**src/rtl/pp_pkg.sv**
```systemverilog
// Shared defaults and FSM encoding for the memory dump reader.
package pp_pkg;
  localparam int ADDR_W_DEF = 32;
  localparam int DATA_W_DEF = 16;
  localparam int CNT_W_DEF  = 16;

  typedef enum logic [1:0] {
    IDLE = 2'd0,
    RUN  = 2'd1,
    DONE = 2'd2
  } state_e;
endpackage

```
**src/rtl/dump_skid_fifo.sv**
```systemverilog
// 2-entry FIFO that absorbs the memory read latency while the consumer stalls.
module dump_skid_fifo #(
  parameter int W = 48
) (
  input  logic         clk,
  input  logic         reset,
  input  logic         i_push,
  input  logic [W-1:0] i_push_data,
  input  logic         i_pop,
  output logic [1:0]   o_occ,
  output logic [W-1:0] o_head
);
  logic [W-1:0] r_mem [2];
  logic         r_wr;
  logic         r_rd;
  logic [1:0]   r_occ;

  always_ff @(posedge clk) begin
    if (reset) begin
      r_mem[0] <= '0;
      r_mem[1] <= '0;
      r_wr     <= 1'b0;
      r_rd     <= 1'b0;
      r_occ    <= 2'd0;
    end else begin
      if (i_push) begin
        r_mem[r_wr] <= i_push_data;
        r_wr        <= ~r_wr;
      end
      if (i_pop)
        r_rd <= ~r_rd;
      r_occ <= r_occ + {1'b0, i_push} - {1'b0, i_pop};
    end
  end

  assign o_occ  = r_occ;
  assign o_head = r_mem[r_rd];
endmodule

```
**src/rtl/mem_dump_reader.sv**
```systemverilog
// Streams a contiguous range of memory words out over valid/ready with their addresses.
module mem_dump_reader
  import pp_pkg::*;
#(
  parameter int ADDR_W = ADDR_W_DEF,
  parameter int DATA_W = DATA_W_DEF,
  parameter int CNT_W  = CNT_W_DEF
) (
  input  logic              clk,
  input  logic              reset,
  input  logic              start,
  input  logic [ADDR_W-1:0] base_addr,
  input  logic [CNT_W-1:0]  count,
  output logic              busy,
  output logic              done,
  output logic              mem_rd_en,
  output logic [ADDR_W-1:0] mem_rd_addr,
  input  logic [DATA_W-1:0] mem_rd_data,
  output logic              out_valid,
  input  logic              out_ready,
  output logic [DATA_W-1:0] out_data,
  output logic [ADDR_W-1:0] out_addr
);
  state_e              r_state;
  state_e              w_state_nx;
  logic                w_accept;
  logic [ADDR_W-1:0]   r_base;
  logic [CNT_W:0]      r_count;
  logic [CNT_W:0]      r_issued;
  logic [CNT_W:0]      r_popped;
  logic                r_inflight;
  logic [ADDR_W-1:0]   r_infl_addr;
  logic                r_zero_done;
  logic                w_pop;
  logic                w_issue;
  logic [1:0]          w_occ;
  logic [ADDR_W+DATA_W-1:0] w_head;

  assign w_pop = out_valid & out_ready;

  // Issue only if the buffer can still hold every word already requested.
  assign w_issue = (r_state == RUN) && (r_issued < r_count) &&
                   (({1'b0, w_occ} + {2'b0, r_inflight}) < (3'd2 + {2'b0, w_pop}));

  always_comb begin
    w_state_nx = r_state;
    w_accept   = 1'b0;
    case (r_state)
      IDLE: begin
        if (start && (count != '0)) begin
          w_accept   = 1'b1;
          w_state_nx = RUN;
        end
      end
      RUN: begin
        if (w_pop && ((r_popped + (CNT_W+1)'(1)) == r_count))
          w_state_nx = DONE;
      end
      DONE:    w_state_nx = IDLE;
      default: w_state_nx = IDLE;
    endcase
  end

  always_ff @(posedge clk) begin
    if (reset) begin
      r_state     <= IDLE;
      r_base      <= '0;
      r_count     <= '0;
      r_issued    <= '0;
      r_popped    <= '0;
      r_inflight  <= 1'b0;
      r_infl_addr <= '0;
      r_zero_done <= 1'b0;
    end else begin
      r_state     <= w_state_nx;
      r_zero_done <= (r_state == IDLE) && start && (count == '0);
      r_inflight  <= w_issue;
      if (w_accept) begin
        r_base   <= base_addr;
        r_count  <= {1'b0, count};
        r_issued <= '0;
        r_popped <= '0;
      end
      if (w_issue) begin
        r_infl_addr <= mem_rd_addr;
        r_issued    <= r_issued + (CNT_W+1)'(1);
      end
      if (w_pop)
        r_popped <= r_popped + (CNT_W+1)'(1);
    end
  end

  dump_skid_fifo #(.W(ADDR_W + DATA_W)) u_fifo (
    .clk         (clk),
    .reset       (reset),
    .i_push      (r_inflight),
    .i_push_data ({r_infl_addr, mem_rd_data}),
    .i_pop       (w_pop),
    .o_occ       (w_occ),
    .o_head      (w_head)
  );

  assign busy        = (r_state == RUN);
  assign done        = (r_state == DONE) | r_zero_done;
  assign mem_rd_en   = w_issue;
  assign mem_rd_addr = r_base + ADDR_W'(r_issued);
  assign out_valid   = (w_occ != 2'd0);
  assign out_addr    = w_head[ADDR_W+DATA_W-1:DATA_W];
  assign out_data    = w_head[DATA_W-1:0];
endmodule

```
**config.mk**
```make
export PLATFORM = sky130hd
export DESIGN_NAME = mem_dump_reader
export DESIGN_NICKNAME = d
export VERILOG_FILES = /design/src/rtl/pp_pkg.sv /design/src/rtl/dump_skid_fifo.sv /design/src/rtl/mem_dump_reader.sv
export SDC_FILE = /design/constraint.sdc
export NUM_CORES = 1
export LEC_CHECK = 0
export ABC_AREA = 0
export CAP_MARGIN = 10
export CORE_MARGIN = 2
export CORE_UTILIZATION = 45
export CTS_BUF_LIST = sky130_fd_sc_hd__clkbuf_16
export CTS_CLUSTER_SIZE = 30
export DETAILED_ROUTE_END_ITERATION = 12
export PLACE_DENSITY = 0.68
export SYNTH_ARGS = -nofsm -noshare
export SYNTH_HDL_FRONTEND = slang
export SYNTH_SLANG_ARGS = --single-unit
```
**constraint.sdc**
```tcl
create_clock -name clk -period 3.35 [get_ports clk]
set_input_delay 0.335 -clock clk [delete_from_list [all_inputs] [get_ports clk]]
set_output_delay 0.335 -clock clk [all_outputs]
set_load 0.01 [all_outputs]
```
==> qor.txt, run 1 <==
Final HPWL DP - 18.7 mm
CP Class - reg2out
Worst Hold Class - in2reg
cts-stage hold buffer count - 0
endpoints failing setup - 0
Worst R2R Setup Slack - 0.49 ns
worst reg2reg path depth - 10
vias in the first global route - 8362
DRC - 0
initial antenna violation count - 0
core area - 0.0242 sq mm
Port Buf Inserts - 151
distinct cell type count after synthesis - 67
Fin. Hold Viols - 0
RSZ-0062 raised after global routing - yes
fin area - 0.0139 sq mm
Routed WL - 27.2 mm
reg2reg start - r_count[12]
Post-Syn Instances - 1168
initial drt markers - 652
Final ANT Viol Nets - 0
post-synth top area cell - edfxtp_1
synth top area cells - edfxtp_1, dfxtp_1, nand2_1, and2_1, mux2_2
Final nets - 1420
Synth Area per Inst - 9.47 sq um
pre-CTS setup slack - 0.0784 ns
register area share after synthesis - 48.3%
Worst-Margin Slew - 1.10 ns
Yosys reg bits - 219
DR vias/cell - 5.34
CTS Buf Count - 23
H-tree Lvls - 1
crit path launch type - flop
status - completed
placed cells - 1603
grt met3 use - 2.94%
share of the synthesized area in the top cell type - 26.1%
clk slew on worst S/H paths - 0.06 ns
CP endpoint kind - output pin
# IOs - 152
fin. max-slew vios - 0
CTS tree - built
number of detailed-route iterations in the first pass - 4
WP data arrival - 2.96 ns
layout cells sized above 1 - 14.1%
setup slack after layout - 0.0589 ns
end-of-flow core utilization - 57.3%
primary flip-flop cell chosen by synthesis mapping - dfxtp_1
DR WL/cell - 16.4 microns
post-place instance area - 0.0129 sq mm
EDFF count, synth - 96
Post-Syn Nets - 1275
mapped cell area - 0.0111 sq mm
pwr/cell area - 511 mW/mm^2
Synth async-reset ratio - 0%
crit-path max FO - 11
num rows - 57
Tcrit/Tclk final - 98.2%
fin crit period - 3.29 ns
Clock Latency Late Sink - 0.52 ns
Max clock buf depth - 3
die height - 161 microns
post-route insts no fill - 1654
GR Util met1 - 29.3%
Slew HR - 26.8%
WP data required - 3.01 ns
Vias - 8839
diode count - 0
clock skew - 0.00977 ns
area grow syn2layout - 25.7%
Root Driver - clkbuf_16
most used routing layer - met2
leak pwr - 5.34 nW
Worst Hold End - r_base[7]
total clock sinks - 219
die width - 161 microns
FMAX - 0.304 GHz
GRT overflow - 0
gp weighted congestion - 0.889
worst flop-to-flop path endpoint - r_issued[11]
Peak VDD IR - 0.340 mV
Max-Cap Viols - 0
hold_sp - base_addr[7]
Die ar. - 0.0258 sq mm
GRT Overall Usage - 20.8%
hold path cells - 3
met2 Resource Use GR - 33.4%
largest net degree at the start of global routing - 73
Yosys Warn Count - 0
Starting Density - 45.6%
first-pass GRT wire length - 43.6 mm
==> area by class of cell <==
| type | instances | area (sq um) |
|---|---|---|
| clock buffers | 23 | 576 |
| fillers | 2166 | 10300 |
| repair buffers | 184 | 1770 |
| multi-input cells | 846 | 5500 |
| well taps | 324 | 405 |
| inverters | 39 | 146 |
| flip-flops and latches | 219 | 5360 |
| clock inverters | 19 | 139 |
==> cell families (layout without fill, tap and decap cells) <==
kind of cell	Yosys count	count (layout)	synth area share [%]
muxes	49	49	4.99
and+or+nand+nor	494	494	22.2
xor gates and xnor gates	52	52	4.12
buffers and inverters	103	265	3.86
AOI/OAI and AO/OA	212	212	12.1
DFF	219	219	48.3
adders and majority gates	39	39	4.48
==> through the flow <==
stage / setup TNS [ns] / hold slack, ns / power [mW]
after global routing: -0.109 / 0.367 / 7.44
after CTS: -0.0456 / 0.347 / 7.17
final: 0 / 0.361 / 7.11
after detailed placement: 0 / 0.448 / 4.73
after floorplan: 0 / 0.436 / 4.02
after global placement: 0 / 0.443 / 4.71
==> cell usage in the layout (no fill, tap or decap), drive strengths merged, types with 12 or more instances in the layout <==
cell           netlist  layout
a21oi              106     106
a31oi               16      16
and2                99      99
buf                 18      34
clkbuf              46      25
clkdlybuf4s50        0     128
dfxtp              123     123
dlygate4sd2          0      14
edfxtp              96      96
ha                  38      38
inv                 39      47
mux2                49      49
nand2              172     172
nand3               46      46
nand4               12      12
nor2                80      80
nor3                21      21
o21ai               30      30
or3                 16      16
xnor2               41      41
==> report_power, final <==
group,internal (mW),switching [mW],leakage (nW)
Sequential,2.99,0.148,2.01
Combinational,0.761,0.780,2.96
Clock,1.40,1.02,0.367
==> sequential cells by signal, summed over array words and instances, names as in the netlist, named ones only <==
| register | count |
|---|---|
| u_fifo.o_occ | 2 |
| u_fifo.r_mem | 96 |
| r_base | 32 |
| u_fifo.r_rd | 1 |
| r_issued | 17 |
| u_fifo.r_wr | 1 |
| r_count | 16 |
| r_popped | 17 |
| r_inflight | 1 |
| r_zero_done | 1 |
| r_infl_addr | 32 |
| r_state | 2 |
==> critical path: stages, from the launching register on <==
cell and delay (ns):
dfxtp_1 0.32, ha_2 0.22, fa_2 0.42, a211oi_2 0.26, o21bai_2 0.11, o211a_4 0.29
or4_1 0.49, o2111a_1 0.18, clkbuf_2 0.15
==> timing repair <==
| action | CTS | global route |
|---|---|---|
| resized for setup | 45 | 28 |
| buffers inserted | 3 | 6 |
| endpoints found under the setup margin | 24 | 15 |
| pin swaps | 4 | 11 |
| hold endpoints to repair | 0 | 0 |
==> metal layers <==
layer	vias up	wire length [microns]
met5	-	0
met3	38	1420
li1	4390	-
met1	4155	12600
met2	256	12500
met4	0	690
==> Yosys cell counts, types with 4 or more instances <==
| library cell | instances |
|---|---|
| edfxtp_1 | 96 |
| nor2_1 | 79 |
| clkbuf_1 | 46 |
| nand2_1 | 172 |
| ha_1 | 38 |
| xor2_1 | 11 |
| buf_2 | 11 |
| a31oi_1 | 16 |
| or4_1 | 4 |
| nand4_1 | 12 |
| nor3b_1 | 4 |
| mux2_2 | 49 |
| a211oi_1 | 9 |
| nor4_1 | 7 |
| dfxtp_1 | 123 |
| and3_1 | 6 |
| or3_1 | 13 |
| a311oi_1 | 4 |
| and2_1 | 99 |
| o211ai_1 | 10 |
| o21ai_0 | 27 |
| nand3b_1 | 8 |
| or2_2 | 7 |
| nand3_1 | 45 |
| a21o_1 | 10 |
| a21oi_1 | 103 |
| inv_1 | 38 |
| xnor2_1 | 41 |
| nor3_1 | 21 |
==> worst max path at each step <==
stage	startpoint	to	slack (ns)	depth (start not counted)
after floorplan	r_issued[0]	mem_rd_addr[16]	0.87	8
after global placement	r_base[0]	mem_rd_addr[14]	0.12	8
after detailed placement	r_base[0]	mem_rd_addr[14]	0.08	8
after CTS	r_base[0]	mem_rd_addr[14]	-0.05	8
after global routing	r_base[0]	mem_rd_addr[14]	-0.06	8
final	r_base[0]	mem_rd_addr[14]	0.06	8
No activity file was read; power rests on OpenSTA's default activity.
==> run 2: changes to the inputs <==
--- a/config.mk
+++ b/config.mk
@@ -6,7 +6,6 @@
 export NUM_CORES = 1
 export LEC_CHECK = 0
 export ABC_AREA = 0
-export CAP_MARGIN = 10
 export CORE_MARGIN = 2
 export CORE_UTILIZATION = 45
 export CTS_BUF_LIST = sky130_fd_sc_hd__clkbuf_16
==> results of run 2 <==
The final DEF is identical to that of run 1; final timing and power are the same.
